## src/rtl/wb_commit_pkg.sv

```systemverilog
// Shared types for the writeback/commit stage: lane bundle layout,
// CSR address type and a small popcount helper for retire counting.
package wb_commit_pkg;

    localparam int CSR_ADDR_WIDTH = 14;
    localparam int REG_ADDR_W     = 5;
    localparam int REG_W          = 32;
    localparam int PC_WIDTH       = 32;
    localparam int CSR_DATA_WIDTH = 32;
    localparam int MAX_LANES      = 4;

    typedef logic [CSR_ADDR_WIDTH-1:0] csr_addr_t;

    // One commit lane as delivered by the memory stage.
    typedef struct packed {
        logic                      valid;
        logic [PC_WIDTH-1:0]       pc;
        logic                      reg_we;
        logic [REG_ADDR_W-1:0]     reg_addr;
        logic [REG_W-1:0]          reg_data;
        logic                      csr_we;
        csr_addr_t                 csr_addr;
        logic [CSR_DATA_WIDTH-1:0] csr_data;
        logic                      is_llw;
        logic                      is_scw;
    } wb_lane_t;

    // Number of set bits in a lane-valid vector (up to MAX_LANES lanes).
    function automatic logic [2:0] popcount4(input logic [MAX_LANES-1:0] v);
        logic [2:0] n;
        n = '0;
        for (int i = 0; i < MAX_LANES; i++) begin
            n = n + {2'b00, v[i]};
        end
        return n;
    endfunction

endpackage

```

## src/rtl/wb_waw_resolve.sv

```systemverilog
// Combinational lane-priority logic for the commit stage:
//  - register writes: youngest lane wins on an address collision, r0 never written
//  - CSR writes: oldest lane with csr_we wins, flag when more than one competes
module wb_waw_resolve
    import wb_commit_pkg::*;
#(
    parameter int ISSUE_WIDTH = 2
) (
    input  logic [ISSUE_WIDTH-1:0]                 i_valid,
    input  logic [ISSUE_WIDTH-1:0]                 i_reg_we,
    input  logic [ISSUE_WIDTH-1:0][REG_ADDR_W-1:0] i_reg_addr,
    input  logic [ISSUE_WIDTH-1:0]                 i_csr_we,
    output logic [ISSUE_WIDTH-1:0]                 o_reg_mask,
    output logic [ISSUE_WIDTH-1:0]                 o_csr_sel,
    output logic                                   o_csr_conflict
);

    logic [ISSUE_WIDTH-1:0] w_reg_cand;
    logic [ISSUE_WIDTH-1:0] w_csr_cand;

    // Lanes that would write at all: live, enabled, and not targeting r0.
    always_comb begin
        w_reg_cand = '0;
        w_csr_cand = '0;
        for (int i = 0; i < ISSUE_WIDTH; i++) begin
            w_reg_cand[i] = i_valid[i] && i_reg_we[i] && (i_reg_addr[i] != '0);
            w_csr_cand[i] = i_valid[i] && i_csr_we[i];
        end
    end

    // Drop an older lane's write when any younger lane writes the same register.
    always_comb begin
        o_reg_mask = w_reg_cand;
        for (int i = 0; i < ISSUE_WIDTH; i++) begin
            for (int j = i + 1; j < ISSUE_WIDTH; j++) begin
                if (w_reg_cand[i] && w_reg_cand[j] && (i_reg_addr[i] == i_reg_addr[j])) begin
                    o_reg_mask[i] = 1'b0;
                end
            end
        end
    end

    // Lowest set bit isolates the oldest CSR writer; clearing it leaves
    // something behind only if a second writer exists.
    always_comb begin
        o_csr_sel      = w_csr_cand & (~w_csr_cand + ISSUE_WIDTH'(1));
        o_csr_conflict = |(w_csr_cand & (w_csr_cand - ISSUE_WIDTH'(1)));
    end

endmodule

```

## src/rtl/wb_commit.sv

```systemverilog
// Writeback/commit stage: latches an ISSUE_WIDTH-wide bundle from mem,
// resolves intra-bundle WAW and CSR contention, drives regfile/CSR writes,
// and owns LLbit plus the retired-instruction counter. Side effects fire
// only in the cycle the bundle actually leaves (stage not stalled).
module wb_commit
    import wb_commit_pkg::*;
#(
    parameter int ISSUE_WIDTH    = 2,
    parameter int REG_ADDR_WIDTH = REG_ADDR_W,
    parameter int REG_WIDTH      = REG_W,
    parameter int CNT_WIDTH      = 64
) (
    input  logic                                     clk,
    input  logic                                     rst,
    input  wb_lane_t [ISSUE_WIDTH-1:0]               wb_i,
    input  logic                                     flush,
    input  logic                                     stall,
    input  logic                                     stall_next,
    output logic [ISSUE_WIDTH-1:0]                   reg_write_en,
    output logic [ISSUE_WIDTH-1:0][REG_ADDR_WIDTH-1:0] reg_write_addr,
    output logic [ISSUE_WIDTH-1:0][REG_WIDTH-1:0]    reg_write_data,
    output logic                                     csr_write_en,
    output csr_addr_t                                csr_write_addr,
    output logic [CSR_DATA_WIDTH-1:0]                csr_write_data,
    output logic                                     csr_conflict,
    output logic                                     llbit,
    output logic [ISSUE_WIDTH-1:0]                   commit_valid,
    output logic [ISSUE_WIDTH-1:0][PC_WIDTH-1:0]     commit_pc,
    output logic [CNT_WIDTH-1:0]                     retire_count
);

    wb_lane_t [ISSUE_WIDTH-1:0]                 r_stage;
    logic                                       r_llbit;
    logic [CNT_WIDTH-1:0]                       r_retire;

    logic                                       w_fire;
    logic [ISSUE_WIDTH-1:0]                     w_live;
    logic [ISSUE_WIDTH-1:0]                     w_reg_we;
    logic [ISSUE_WIDTH-1:0][REG_ADDR_W-1:0]     w_reg_addr;
    logic [ISSUE_WIDTH-1:0]                     w_csr_we;
    logic [ISSUE_WIDTH-1:0]                     w_reg_mask;
    logic [ISSUE_WIDTH-1:0]                     w_csr_sel;
    logic                                       w_csr_conflict;
    logic [MAX_LANES-1:0]                       w_valid4;
    logic                                       w_ll_next;

    // The held bundle leaves (and may cause side effects) only when not paused.
    assign w_fire = !stall;

    // Stage register: flush or a pause that lets downstream run inserts a bubble.
    always_ff @(posedge clk or posedge rst) begin
        if (rst) begin
            r_stage <= '0;
        end else if (flush || (stall && !stall_next)) begin
            r_stage <= '0;
        end else if (!stall) begin
            r_stage <= wb_i;
        end
    end

    // Unpack the lane fields the resolver needs, qualified by the fire cycle.
    always_comb begin
        w_live     = '0;
        w_reg_we   = '0;
        w_reg_addr = '0;
        w_csr_we   = '0;
        w_valid4   = '0;
        for (int i = 0; i < ISSUE_WIDTH; i++) begin
            w_live[i]     = r_stage[i].valid && w_fire;
            w_reg_we[i]   = r_stage[i].reg_we;
            w_reg_addr[i] = r_stage[i].reg_addr;
            w_csr_we[i]   = r_stage[i].csr_we;
            w_valid4[i]   = r_stage[i].valid;
        end
    end

    wb_waw_resolve #(
        .ISSUE_WIDTH (ISSUE_WIDTH)
    ) u_resolve (
        .i_valid        (w_live),
        .i_reg_we       (w_reg_we),
        .i_reg_addr     (w_reg_addr),
        .i_csr_we       (w_csr_we),
        .o_reg_mask     (w_reg_mask),
        .o_csr_sel      (w_csr_sel),
        .o_csr_conflict (w_csr_conflict)
    );

    // Per-lane regfile and commit outputs straight from the stage register.
    always_comb begin
        reg_write_en   = w_reg_mask;
        reg_write_addr = '0;
        reg_write_data = '0;
        commit_valid   = w_live;
        commit_pc      = '0;
        for (int i = 0; i < ISSUE_WIDTH; i++) begin
            if (r_stage[i].valid) begin
                reg_write_addr[i] = REG_ADDR_WIDTH'(r_stage[i].reg_addr);
                reg_write_data[i] = REG_WIDTH'(r_stage[i].reg_data);
            end
            if (w_live[i]) begin
                commit_pc[i] = r_stage[i].pc;
            end
        end
    end

    // CSR port is a one-hot mux over the lanes; zero when nobody writes.
    always_comb begin
        csr_write_en   = |w_csr_sel;
        csr_write_addr = '0;
        csr_write_data = '0;
        csr_conflict   = w_csr_conflict;
        for (int i = 0; i < ISSUE_WIDTH; i++) begin
            if (w_csr_sel[i]) begin
                csr_write_addr = r_stage[i].csr_addr;
                csr_write_data = r_stage[i].csr_data;
            end
        end
    end

    // Next LLbit from the bundle: later (younger) lanes override earlier ones.
    always_comb begin
        w_ll_next = r_llbit;
        for (int i = 0; i < ISSUE_WIDTH; i++) begin
            if (r_stage[i].valid) begin
                if (r_stage[i].is_llw) begin
                    w_ll_next = 1'b1;
                end else if (r_stage[i].is_scw) begin
                    w_ll_next = 1'b0;
                end
            end
        end
    end

    // LLbit: flush always clears it, otherwise the departing bundle updates it.
    always_ff @(posedge clk or posedge rst) begin
        if (rst) begin
            r_llbit <= 1'b0;
        end else if (flush) begin
            r_llbit <= 1'b0;
        end else if (w_fire) begin
            r_llbit <= w_ll_next;
        end
    end

    // Retire counter: add the departing bundle's valid lanes, wrapping freely.
    always_ff @(posedge clk or posedge rst) begin
        if (rst) begin
            r_retire <= '0;
        end else if (w_fire) begin
            r_retire <= r_retire + CNT_WIDTH'(popcount4(w_valid4));
        end
    end

    assign llbit        = r_llbit;
    assign retire_count = r_retire;

endmodule
```

## config.mk

```make
export PLATFORM = sky130hd
export DESIGN_NAME = wb_commit
export DESIGN_NICKNAME = d
export VERILOG_FILES = /design/src/rtl/wb_commit_pkg.sv /design/src/rtl/wb_waw_resolve.sv /design/src/rtl/wb_commit.sv
export SDC_FILE = /design/constraint.sdc
export NUM_CORES = 1
export LEC_CHECK = 0
export BUFFER_PORTS_ARGS = -buffer_cell sky130_fd_sc_hd__buf_4
export CORE_UTILIZATION = 35
export DETAILED_ROUTE_END_ITERATION = 10
export GPL_TIMING_DRIVEN = 0
export SETUP_SLACK_MARGIN = 0.02
export SLEW_MARGIN = 20
export SYNTH_ARGS = -nofsm -noshare
export SYNTH_HDL_FRONTEND = slang
export SYNTH_HIERARCHICAL = 1
export SYNTH_SLANG_ARGS = --single-unit
```

## constraint.sdc

```tcl
create_clock -name clk -period 15.4 [get_ports clk]
set_input_delay 0.77 -clock clk [delete_from_list [all_inputs] [get_ports clk]]
set_output_delay 0.77 -clock clk [all_outputs]
set_load 0.1 [all_outputs]
```

==> impl_metrics.toml <==
[outcome]
status = "finished clean"

[routing]
viasPerCell = 5.16
wl_met3_um = 3330
ant_nets = 0
drtIter0Drc = 473
wirelength_um = 46600
drt_pass1_iterations = 5
wire_per_inst_um = 21.5
route.vias.total = 11200
drc = 0
wl_met2_um = 23000
met1Wirelength_um = 19000
highest_layer = "met5"

[worst_setup_path]
path_class = "input pin to output pin"
endpoint_kind = "output pin"
worstPathArrival_ps = 4240
crit_required_ps = 14630
cp_max_fo = 12
rrSetupSlack_ps = 12530
worstSetupStartpointType = "input pin"

[die]
core_um2 = 36700
rows = 70
ioPinCount = 500
die_y_um = 195
start_util = 0.357
dieArea_um2 = 38200
chipWidth_um = 195

[sta]
rsz0062_at_grt = "no"
layout_setup_ws_ps = 10390
setup_violations = 0
fmax_mhz = 199
fin_tns_setup_ps = 0
maxSlewHeadroom = 0.430
max_slew.worst_pin.slew_ps = 852
hold-worst-slack_ps = 356
slew_viol_final = 0
hold_viol_final = 0
fin_crit_ps = 5010
skew_ps = 10.7
fin_crit_sh = 0.326

[grt]
grt_max_degree = 97
antenna_found_initial = 4
grtUsageTotal = 0.241
grt_pass1_vias = 11600
grt-ovfl-total = 0
grt_pass1_wl_um = 70700

[synthesis]
syn_nets = 1384
synth-edff-count = 0
synthAdderAreaFrac = 0.00248
synth_area_per_cell_um2 = 11.5
synth_compound_gate_area_share = 0.183
async_reset_ff_frac = 1.00
synthSimpleGateAreaFrac = 0.158
synth_top_family_by_area = "compound AO/OA/AOI/OAI gates"
ys.flop_type = "dfrtp_1"
ys_ff_latch = 305
synth_mux_area_frac = 0.00162
ys_seq_area_frac = 0.583
netlist_area_um2 = 13100
synth-warning-count = 6
synth_xor_area_frac = 0.0448
ys_types = 45
syn_inst = 1137

[placed_design]
post-dp-hpwl_um = 35300
pre_cts_slack_ps = 10320
place_area_um2 = 17500
place.gp.congestion = 0.849
io_buffers = 499

[clocking]
root_buffer = "clkbuf_16"
clk_latency_ps = 520
post_cts_buffers = 0
postCtsResizedCells = 0
htree_levels = 2
cts_hold_buf = 0
clkSinkCount = 305
cts_tree = "yes"
clk_pin_slew_worst_paths_ps = 60
cts_made_buffers = 36
clock_path_buffers = 3

[finish]
syn_to_final_growth_pct = 42.8
final_area_um2 = 18700
fillers = 3400
nets = 1924
drive_above_1_share = 0.342

[pwr]
peakVddDrop_mv = 0.0822
power.density_nw_per_um2 = 105
finalPower_uw = 1960
p_leak_uw = 0.00949

[min_path]
hp-class = "input pin to async pin"

[run]
drv_cap = 0
[routing by layer]
layer  track usage  vias up
met5             0        -
met4        0.0703        2
met3        0.0644       77
met2         0.409      375
met1         0.300     5619
li1              -     5143
[metrics by stage]
step	utilization	std cells
3_5_place_dp	0.477	2107
5_1_grt	0.510	2173
3_3_place_gp	0.475	2104
6_report	0.510	2173
2_1_floorplan	-	1137
4_1_cts	0.509	2170
[final timing paths]
check	startpoint	to	depth (start not counted)
setup / recovery	stall	csr_write_data[10]	10
hold / removal	rst	r_stage[224]$_DFFE_PP0P_	2
setup reg to reg	r_stage[239]$_DFFE_PP0P_	retire_count[61]$_DFFE_PP0N_	8
hold reg to reg	retire_count[63]$_DFFE_PP0N_	retire_count[63]$_DFFE_PP0N_	1
max in group asynchronous	rst	r_stage[59]$_DFFE_PP0P_	4
min in group clk	flush	llbit$_DFFE_PP0P_	2
[area by class of cell]
class                      count  area [um^2]  area share
multi-input combinational    737         5110       0.273
clock buffer                  46         1020      0.0545
buffer                        84          317      0.0169
timing repair buffer         502         3830       0.205
clock inverter                17          160     0.00856
tap                          468          586      0.0313
sequential                   305         7630       0.408
inverter                      11         48.8     0.00261
antenna                        3         7.51    0.000401
[cells in the mapped netlist (2+ instances only)]
master,instances,area share
nand4_1,19,0.0091
and4_1,3,0.0020
buf_1,7,0.0020
clkbuf_1,76,0.022
nor4_1,6,0.0029
nor2_1,23,0.0066
and2_1,140,0.067
xor2_1,29,0.019
nor2b_1,3,0.0014
dfrtp_1,305,0.58
and3_1,11,0.0053
nand2_1,110,0.032
nor3_1,10,0.0038
nand3_1,26,0.0099
or3_4,2,0.0017
nand4_2,2,0.0019
inv_1,11,0.0032
o21ai_0,44,0.017
nor4_4,2,0.0032
or2_2,4,0.0019
a22o_1,242,0.16
xnor2_1,38,0.025
nand2b_1,2,0.00096
[critical path: stages]
cell	delay, ps
buf_4	120
clkbuf_1	230
nor2_1	400
clkbuf_1	490
and2_1	240
clkbuf_1	590
clkbuf_1	490
nand2_1	90
o21ai_0	410
buf_4	390
[flip-flops by register name (all words and copies together), names as in the netlist]
signal,flops
llbit,1
r_stage,240
retire_count,64
[cells in the final DEF, fill, tap and decap left out, drive strengths merged, types with 2 or more instances in the layout]
master | netlist | routed
buf | 8 | 510
dfrtp | 305 | 305
a22o | 242 | 242
and2 | 141 | 141
clkbuf | 76 | 122
nand2 | 110 | 110
o21ai | 44 | 44
xnor2 | 38 | 38
xor2 | 29 | 29
nand3 | 26 | 26
nor2 | 23 | 23
nand4 | 22 | 22
clkinv | 0 | 13
inv | 11 | 12
and3 | 11 | 11
nor3 | 11 | 11
nor4 | 9 | 9
or2 | 4 | 4
diode | 0 | 3
nor2b | 3 | 3
and4 | 3 | 3
or3 | 3 | 3
nand2b | 2 | 2
bufinv | 0 | 2
[cells by family after synthesis]
kind of cell / count (synthesis)
compound gates: 292
simple gates: 374
mux: 2
flops: 305
fa+ha+maj: 2
buf+inv: 95
xor+xnor: 67
[where the power goes]
| part | internal (uW) | switching, uW | leakage, uW |
|---|---|---|---|
| sequential | 838 | 26.7 | 0.00409 |
| clock | 502 | 344 | 0.000591 |
| combinational | 88.8 | 158 | 0.00481 |
| total | 1430 | 529 | 0.00949 |
Power figures use the tool's default switching activity.
